===== config.mk =====
export PLATFORM = sky130hd
export DESIGN_NAME = assoc_wb_cache
export DESIGN_NICKNAME = d
export VERILOG_FILES = /design/src/rtl/cache_pkg.sv /design/src/rtl/cache_lru.sv /design/src/rtl/assoc_wb_cache.sv
export SDC_FILE = /design/constraint.sdc
export NUM_CORES = 2
export LEC_CHECK = 0
export CAP_MARGIN = 40
export CELL_PAD_IN_SITES_DETAIL_PLACEMENT = 0
export CELL_PAD_IN_SITES_GLOBAL_PLACEMENT = 1
export CORE_ASPECT_RATIO = 0.8
export CORE_MARGIN = 2
export CORE_UTILIZATION = 30
export CTS_BUF_LIST = sky130_fd_sc_hd__clkbuf_4
export DETAILED_ROUTE_END_ITERATION = 10
export PLACE_DENSITY_LB_ADDON = 0.1
export SLEW_MARGIN = 20
export SYNTH_ARGS = -nofsm -noshare
export SYNTH_HDL_FRONTEND = slang
export SYNTH_MEMORY_MAX_BITS = 65536
export SYNTH_SLANG_ARGS = --single-unit

===== constraint.sdc =====
create_clock -name clk -period 8 [get_ports clk]
set_clock_uncertainty 0.1 [all_clocks]
set_input_delay 1.6 -clock clk [delete_from_list [all_inputs] [get_ports clk]]
set_output_delay 1.6 -clock clk [all_outputs]
set_load 0.05 [all_outputs]

===== src/rtl/cache_pkg.sv =====
// Shared types and constants for the set-associative write-back cache.
// Holds the FSM encoding, word-select constants and width helpers.
package cache_pkg;

   typedef enum logic [1:0] {
      ST_IDLE,
      ST_COMPARE,
      ST_WRITEBACK,
      ST_REFILL
   } state_t;

   localparam int WORD_BITS  = 32;
   localparam int WORD_BYTES = 4;
   localparam int WORD_OFF   = 2;   // byte-address bits below the word select
   localparam int WORD_SH    = 5;   // log2(WORD_BITS): word index to bit offset

   // Width of a way index / age counter; a 1-way cache still needs one bit.
   function automatic int clog2_min1(input int n);
      return (n > 1) ? $clog2(n) : 1;
   endfunction

   function automatic int words_per_line(input int line_size);
      return line_size / WORD_BYTES;
   endfunction

endpackage


===== src/rtl/cache_lru.sv =====
// Age-based LRU for one set: promotes the hit way to MRU and picks the victim
// (lowest-index invalid way, otherwise the oldest way).
module cache_lru
   import cache_pkg::*;
#(
   parameter int NUM_WAYS = 2,
   parameter int AGE_W    = clog2_min1(NUM_WAYS)
) (
   input  logic [NUM_WAYS-1:0][AGE_W-1:0] ages,
   input  logic [NUM_WAYS-1:0]            valid,
   input  logic [AGE_W-1:0]               hit_way,
   output logic [NUM_WAYS-1:0][AGE_W-1:0] new_ages,
   output logic [AGE_W-1:0]               victim
);

   logic found;

   // NOTE: every output of a combinational block gets a default first, so no
   // path leaves it unassigned and no latch is inferred.
   always_comb begin
      new_ages = ages;
      for (int w = 0; w < NUM_WAYS; w++) begin
         if (ages[w] < ages[hit_way]) new_ages[w] = ages[w] + AGE_W'(1);
      end
      new_ages[hit_way] = '0;
   end

   always_comb begin
      victim = '0;
      found  = 1'b0;
      for (int w = 0; w < NUM_WAYS; w++) begin
         if (!found && !valid[w]) begin
            victim = AGE_W'(w);
            found  = 1'b1;
         end
      end
      if (!found) begin
         for (int w = 0; w < NUM_WAYS; w++) begin
            if (ages[w] == AGE_W'(NUM_WAYS - 1)) victim = AGE_W'(w);
         end
      end
   end

endmodule


===== src/rtl/assoc_wb_cache.sv =====
// N-way set-associative, write-back, write-allocate data cache with an
// exposed line-granular memory port; one outstanding CPU access at a time.
module assoc_wb_cache
   import cache_pkg::*;
#(
   parameter int LINE_SIZE = 16,
   parameter int NUM_SETS  = 16,
   parameter int NUM_WAYS  = 2
) (
   input  logic                   clk,
   input  logic                   reset,
   input  logic                   is_input_valid,
   input  logic [31:0]            addr,
   input  logic                   mem_read,
   input  logic                   mem_write,
   input  logic [31:0]            din,
   output logic                   is_ready,
   output logic                   is_output_valid,
   output logic [31:0]            dout,
   output logic                   is_hit,
   output logic                   m_is_input_valid,
   input  logic                   m_ready,
   output logic [31:0]            m_addr,
   output logic                   m_read,
   output logic                   m_write,
   output logic [LINE_SIZE*8-1:0] m_din,
   input  logic                   m_is_output_valid,
   input  logic [LINE_SIZE*8-1:0] m_dout
);

   localparam int OFF_SIZE  = $clog2(LINE_SIZE);
   localparam int IDX_SIZE  = $clog2(NUM_SETS);
   localparam int TAG_SIZE  = 32 - IDX_SIZE - OFF_SIZE;
   localparam int LINE_BITS = LINE_SIZE * 8;
   localparam int WSEL_SIZE = OFF_SIZE - WORD_OFF;
   localparam int WAY_W     = clog2_min1(NUM_WAYS);

   state_t state, next_state;

   logic [TAG_SIZE-1:0]  req_tag;
   logic [IDX_SIZE-1:0]  req_idx;
   logic [WSEL_SIZE-1:0] req_word;
   logic [31:0]          req_din;
   logic                 req_write;
   logic                 miss_flag;
   logic                 read_sent;
   logic [WAY_W-1:0]     victim_way;

   logic [NUM_WAYS-1:0]             valid_q [NUM_SETS];
   logic [NUM_WAYS-1:0]             dirty_q [NUM_SETS];
   logic [NUM_WAYS-1:0][WAY_W-1:0]  age_q   [NUM_SETS];
   logic [TAG_SIZE-1:0]             tag_q   [NUM_SETS][NUM_WAYS];
   logic [LINE_BITS-1:0]            data_q  [NUM_SETS][NUM_WAYS];

   logic                            hit;
   logic [WAY_W-1:0]                hit_way;
   logic [NUM_WAYS-1:0][WAY_W-1:0]  lru_ages;
   logic [WAY_W-1:0]                lru_victim;
   logic [LINE_BITS-1:0]            hit_line;
   logic                            accept, store_hit, install, victim_dirty;
   logic                            ignored_unused;

   // Word alignment bits and the load strobe carry no information the FSM needs.
   assign ignored_unused = ^{addr[WORD_OFF-1:0], mem_read};

   always_comb begin
      hit     = 1'b0;
      hit_way = '0;
      for (int w = 0; w < NUM_WAYS; w++) begin
         if (valid_q[req_idx][w] && (tag_q[req_idx][w] == req_tag)) begin
            hit     = 1'b1;
            hit_way = WAY_W'(w);
         end
      end
   end

   cache_lru #(.NUM_WAYS(NUM_WAYS), .AGE_W(WAY_W)) u_lru (
      .ages     (age_q[req_idx]),
      .valid    (valid_q[req_idx]),
      .hit_way  (hit_way),
      .new_ages (lru_ages),
      .victim   (lru_victim)
   );

   assign hit_line     = data_q[req_idx][hit_way];
   assign victim_dirty = valid_q[req_idx][lru_victim] && dirty_q[req_idx][lru_victim];
   assign accept       = (state == ST_IDLE) && is_input_valid && !reset;
   assign store_hit    = (state == ST_COMPARE) && hit && req_write && !reset;
   assign install      = (state == ST_REFILL) && read_sent && m_is_output_valid && !reset;

   always_comb begin
      next_state       = state;
      is_ready         = 1'b0;
      is_output_valid  = 1'b0;
      dout             = '0;
      is_hit           = 1'b0;
      m_is_input_valid = 1'b0;
      m_read           = 1'b0;
      m_write          = 1'b0;
      m_addr           = '0;
      m_din            = '0;
      if (!reset) begin
         case (state)
            ST_IDLE: begin
               is_ready = 1'b1;
               if (is_input_valid) next_state = ST_COMPARE;
            end
            ST_COMPARE: begin
               if (hit) begin
                  is_output_valid = 1'b1;
                  is_hit          = !miss_flag;
                  dout            = hit_line[{req_word, {WORD_SH{1'b0}}} +: WORD_BITS];
                  next_state      = ST_IDLE;
               end else begin
                  next_state = victim_dirty ? ST_WRITEBACK : ST_REFILL;
               end
            end
            ST_WRITEBACK: begin
               m_is_input_valid = 1'b1;
               m_write          = 1'b1;
               m_addr           = {tag_q[req_idx][victim_way], req_idx, {OFF_SIZE{1'b0}}};
               m_din            = data_q[req_idx][victim_way];
               if (m_ready) next_state = ST_REFILL;
            end
            ST_REFILL: begin
               if (!read_sent) begin
                  m_is_input_valid = 1'b1;
                  m_read           = 1'b1;
                  m_addr           = {req_tag, req_idx, {OFF_SIZE{1'b0}}};
               end else if (m_is_output_valid) begin
                  next_state = ST_COMPARE;
               end
            end
            default: next_state = ST_IDLE;
         endcase
      end
   end

   // NOTE: sequential state uses non-blocking assignments only, so every
   // register samples pre-edge values regardless of block ordering.
   always_ff @(posedge clk) begin
      if (reset) begin
         state      <= ST_IDLE;
         miss_flag  <= 1'b0;
         read_sent  <= 1'b0;
         victim_way <= '0;
         for (int s = 0; s < NUM_SETS; s++) begin
            valid_q[s] <= '0;
            dirty_q[s] <= '0;
            for (int w = 0; w < NUM_WAYS; w++) age_q[s][w] <= WAY_W'(w);
         end
      end else begin
         state <= next_state;
         if (accept) miss_flag <= 1'b0;
         if ((state == ST_COMPARE) && hit) age_q[req_idx] <= lru_ages;
         if (store_hit) dirty_q[req_idx][hit_way] <= 1'b1;
         if ((state == ST_COMPARE) && !hit) begin
            victim_way <= lru_victim;
            read_sent  <= 1'b0;
         end
         if ((state == ST_REFILL) && !read_sent && m_ready) read_sent <= 1'b1;
         if (install) begin
            valid_q[req_idx][victim_way] <= 1'b1;
            dirty_q[req_idx][victim_way] <= 1'b0;
            miss_flag                    <= 1'b1;
         end
      end
   end

   // NOTE: tags, line data and the request latch have no reset; a line is only
   // ever read behind its valid bit, so clearing valid_q is sufficient.
   always_ff @(posedge clk) begin
      if (accept) begin
         req_tag   <= addr[31 -: TAG_SIZE];
         req_idx   <= addr[OFF_SIZE +: IDX_SIZE];
         req_word  <= addr[OFF_SIZE-1:WORD_OFF];
         req_din   <= din;
         req_write <= mem_write;
      end
      if (store_hit) data_q[req_idx][hit_way][{req_word, {WORD_SH{1'b0}}} +: WORD_BITS] <= req_din;
      if (install) begin
         tag_q[req_idx][victim_way]  <= req_tag;
         data_q[req_idx][victim_way] <= m_dout;
      end
   end

endmodule


### Yosys cells after proc, flatten, opt, wreduce, memory -nomap -nowiden

Memories as Yosys holds them, arrays and structs flattened. A register that Yosys moved wholly into a read port is not among the register bits.
Cells that the tools add are included.

* input bits: 199
* bits in writable memories: 4960
* memories kept: 5
* word-level logic and storage cells: 689
* register bits after elaboration: 68
* output and inout port bits: 198

Memory list
* data_q: depth 16, bits a word 256, rd ports 1, clocked after memory_dff 1, wr ports 1, line assoc_wb_cache.sv:53 `logic [LINE_BITS-1:0] data_q [NUM_SETS][NUM_WAYS];`
* tag_q: depth 16, bits a word 48, rd ports 1, clocked after memory_dff 1, wr ports 1, line assoc_wb_cache.sv:52 `logic [TAG_SIZE-1:0] tag_q [NUM_SETS][NUM_WAYS];`
* age_q: depth 16, bits a word 2, rd ports 1, clocked after memory_dff 1, wr ports 16, line assoc_wb_cache.sv:51 `logic [NUM_WAYS-1:0][WAY_W-1:0] age_q [NUM_SETS];`
* dirty_q: depth 16, bits a word 2, rd ports 1, clocked after memory_dff 1, wr ports 16, line assoc_wb_cache.sv:50 `logic [NUM_WAYS-1:0] dirty_q [NUM_SETS];`
* valid_q: depth 16, bits a word 2, rd ports 1, clocked after memory_dff 1, wr ports 16, line assoc_wb_cache.sv:49 `logic [NUM_WAYS-1:0] valid_q [NUM_SETS];`

* bitwise gates (word level): 262
* reductions and logical operators: 31
* $lt $le $gt $ge: 11
* equal/unequal tests: 9
* shift operators: 3
* muxes and demuxes: 356
* add/sub/neg operators: 3

Operators by type and width (count)
* 2-to-1 mux 128 bit: 10
* 2-to-1 mux 256 bit: 2
* 2-to-1 mux 1 bit: 306
* bitwise OR 1 bit: 258
* demux 128 bit (select 1 bit): 2
* 2-to-1 mux 32 bit: 5
* variable shift 32 x 9 -> 128 bit (first input constant): 1
* indexed part select 128 x 8 -> 32 bit: 1
* indexed part select 32 x 9 -> 128 bit: 1
* 2-to-1 mux 24 bit: 4
* one-hot mux 32 bit (2 select lines): 1
* == test 24 bit: 2
* 2-to-1 mux 48 bit: 1
* 2-to-1 mux 4 bit: 8
* demux 24 bit (select 1 bit): 1
* 2-to-1 mux 2 bit: 12
* logical AND 1 bit: 19
* negation 7 -> 9 bit: 1
* != test 2 bit (second input constant): 4
* one-hot mux 2 bit (4 select lines): 1
* < comparator 1 x 2 -> 1 bit (second input constant): 3
* OR reduction 2 bit: 3
* logical NOT 1 bit: 5
* == test 2 bit (second input constant): 2
* 14 further kinds: 22

### Logic depth before layout (Yosys ltp)

* depth after elaboration: 13
* depth in mapped cells: 20
* depth with buffers taken out: 10

### Hierarchy

From an unflattened synthesis, not the netlist that was laid out.

* cells, all modules: 9469
* area total of the unflattened synthesis: 199492.6 um^2

By module, submodules not included
* assoc_wb_cache: cells an instance 9464, area an instance 199467.6 um^2, instances 1, seq. area each 150684.5 um^2
* cache_lru: cells an instance 5, area an instance 25.0 um^2, instances 1, seq. area each 0.0 um^2

### Least setup slack after synthesis

Ideal clock, no wire load.

* kind: register -> output
* start: reg with a tool-made name
* end: out dout[13]
* data required time: 6300 ps
* setup slack: 2080 ps
* buffers on the path: 5
* cell stages (with the launch flop): 15
* arrival time: 4220 ps
* cell sequence: dfxtp_1 > buf_6 > buf_12 > buf_6 > mux4_2 > a32o_1 > xnor2_1 > a2111oi_0 > or2b_1 > or4_1 > buf_6 > buf_6 > a21oi_1 > o21ai_0 > a21oi_1

RTL lines
* end, declared: line assoc_wb_cache.sv:19 `output logic [31:0] dout,`

==> impl_metrics.yaml <==
setup_path:
  critical_path_class: "flip-flop to output pin"
  slowest_stage: "or4_4"
  required_ns: 6.30
  slowest_delay_ns: 0.65
  path_max_fanout: 11
  critPathArrivalTime_ns: 6.87
  crit_path_end_kind: "output pin"
  crit_top_cell: "buf_12"
  start_kind: "flip-flop"
  cp_cell_sequence: "buf_12 > buf_12 > buf_16 > mux4_2 > mux2i_2 > xor2_1 > a41oi_1 > a2111o_1 > or4_4 > buf_12 > buf_12 > buf_16 > mux2i_2 > nor2_4 > o311a_4 > buf_12"
global_route:
  grt_max_degree: 140
  overflow: 0
  grt_pass1_wl_um: 1010000
  antenna_found_initial: 86
  grtUsageTotal_pct: 22.2
  grt_pass1_vias: 114000
sta:
  rsz0062_at_grt: "yes"
  drv_slew: 0
  slew_headroom_pct: 27.9
  period_needed_ns: 8.57
  final.period_utilization_pct: 107
  fin_ws_ns: -0.567
  fmax_mhz: 117
  setup_viol: 33
  tns_ns: -15.61
  whs_ns: 0.290
  tightest_slew_ns: 1.08
  hold_viol_final: 0
drt:
  wl_um: 760000
  post_drt_wl_per_cell_um: 35.3
  viasPerCell: 5.16
  num_vias: 111000
  drt_pre_antenna_iters: 6
  drc: 0
  drtAntennaViolNets: 0
  drtIter0Drc: 12200
synthesis:
  synthFlopType: "edfxtp_1"
  ys_top_cells_by_area: "edfxtp_1 (75%), mux4_2 (16%), mux2i_1 (1.9%)"
  yosysTopAreaCellShare_pct: 74.8
  yosys_warnings: 0
  synthesis.area_mm2: 0.200
  synthCells: 9528
  synth_top_area_cell: "edfxtp_1"
  ys_types: 87
  synth_edf_count: 4990
  synthArstFlopShare_pct: 0
  synth_seq_area_share_pct: 75.3
  avgSynthCellArea_um2: 21.0
  ys_ff_latch: 5032
power:
  p_total_mw: 59.1
  p_leak_nw: 81.5
  peakVddDrop_mv: 0.143
  p_per_area_mw_per_mm2: 243
outcome:
  outcome: "finished with violations"
  violations: "negative setup slack"
clock_tree:
  cts_buffer_depth: 5
  cts_buffers: 1394
  htree_levels: 7
  root_buffer: "clkbuf_4"
  cts_tree: "done"
  cts_sinks: 5032
  insertion_delay_ns: 1.90
  path_clk_slew_ns: 0.06
floorplan:
  core-area_mm2: 0.666
  dieArea_mm2: 0.674
  dieWidth_um: 917
  die_y_um: 735
  start_util_pct: 30.1
  io_pins: 397
  num_rows: 268
layout:
  final_util_pct: 36.6
  nets: 11900
  area_delta_synth_final_pct: 21.5
  drive_gt1_share_pct: 39.2
placed_design:
  gp_congestion: 0.829
  numPortBuffers: 389
  dpl.hpwl_um: 460000
hold_path:
  hold_path_class: "primary input to flip-flop"
run:
  maxCapViolCount: 0
==> worst max-delay path: cells and delay by family (launching register included) <==
family,cells,cell delay [ns]
AOI/OAI and AO/OA,3,1.11
xor gates and xnor gates,1,0.31
buffers and inverters,7,1.10
DFF,1,0.40
muxes,3,1.17
and+or+nand+nor,2,0.81
==> per-stage QoR <==
| step | worst slack [ns] | instance area (µm²) | cells |
|---|---|---|---|
| after floorplan | 2.08 | 200000 | 9531 |
| after global placement | -0.204 | 222000 | 18900 |
| after detailed placement | 0.201 | 222000 | 19000 |
| after CTS | -0.838 | 242000 | 21400 |
| after global routing | -0.809 | 243000 | 21500 |
| final | -0.567 | 243000 | 21500 |
==> where the power goes <==
group / internal [mW] / switching [mW]
logic: 2.93 / 4.78
clock network: 11.6 / 10.8
registers: 29.0 / 0.0418
==> final cells by class <==
type	count	area (µm²)
well taps	8910	11100
inverters	28	134
diodes	63	158
flip-flops and latches	5032	151000
clock buffers	1957	14700
multi-input cells	3874	49300
clock inverters	290	1520
repair buffers	1384	15700
fillers	61900	422000
==> flip-flops by register name, summed over array words and instances, names as in the netlist, named ones only <==
register	cells
tag_q	768
valid_q	32
req_write	1
age_q	32
read_sent	1
data_q	4096
req_word	2
req_idx	4
req_din	32
state	2
victim_way	1
dirty_q	32
miss_flag	1
req_tag	24
==> logic make-up after synthesis <==
logic type	synth area share, %
xor gates and xnor gates	0.227
buffers and inverters	1.42
muxes	18.3
adders and majority gates	0.0562
and+or+nand+nor	2.64
AOI/OAI and AO/OA	2.06
DFF	75.3
other	0.00187
==> final timing paths <==
check,start,to,slack [ns],cells past startpoint
setup / recovery,flip-flop,dout[4],-0.57,16
hold / removal,addr[7],req_idx[3],0.29,1
setup reg to reg,flip-flop,data_q[6][88],1.67,20
hold reg to reg,valid_q[11][1],valid_q[11][1],0.35,1
==> cells in the mapped netlist, types with 12 or more instances <==
cell      count
a31oi_1      33
buf_6        23
nor2b_1      18
edfxtp_1   4990
and3_1       29
o21ai_0     313
xor2_1       14
nor3_1       15
nand3_1      18
buf_4        32
o211ai_1     15
nor2_1      441
dfxtp_1      42
nand2_1     668
nor2_2       40
o311a_1      29
a22oi_1      34
a21o_1       50
clkbuf_1    321
a21oi_1      80
o22ai_1      24
buf_2       143
buf_1        77
mux2_2       34
mux4_2     1442
xnor2_1      38
mux2i_1     378
nand2b_1     12
inv_1        24
==> timing repair <==
action / in CTS / in global routing
setup buffers: 70 / 18
resized for setup: 380 / 65
pin swaps: 33 / 14
hold buffers: 57 / 0
setup endpoints to repair: 177 / 36
hold endpoints to repair: 59 / 0
gates cloned: 29 / 4
==> layer usage <==
layer	GRT usage (%)	vias up	share of wire [%]	routed length [µm]
met5	0	-	0.0067	51
met4	8.27	8	3.5	26200
met2	34.5	4499	46	353000
met1	31.1	60600	44	333000
li1	-	44800	-	-
met3	4.37	1157	6.3	48200
==> cells in the final DEF (no fill, tap or decap), types with 23 or more instances in the layout <==
| master | n |
|---|---|
| edfxtp_1 | 4990 |
| clkbuf_4 | 1971 |
| mux4_2 | 1442 |
| nand2_1 | 652 |
| buf_4 | 617 |
| mux2i_1 | 306 |
| nor2_1 | 278 |
| clkdlybuf4s50_1 | 271 |
| clkinv_1 | 216 |
| buf_12 | 214 |
| nor2_4 | 174 |
| o21ai_0 | 172 |
| o21ai_1 | 132 |
| a21oi_1 | 75 |
| diode_2 | 63 |
| dlygate4sd2_1 | 62 |
| dlygate4sd3_1 | 57 |
| buf_6 | 56 |
| a21o_1 | 50 |
| buf_16 | 44 |
| clkinv_2 | 41 |
| mux2i_2 | 38 |
| dfxtp_1 | 37 |
| mux2_2 | 34 |
| xnor2_1 | 34 |
| mux2i_4 | 34 |
| a31oi_1 | 32 |
| nor2_2 | 29 |
| and3_1 | 29 |
| a22oi_1 | 27 |
| o311a_4 | 27 |
| o22ai_1 | 23 |
| buf_8 | 23 |
Power figures use the tool's default switching activity.
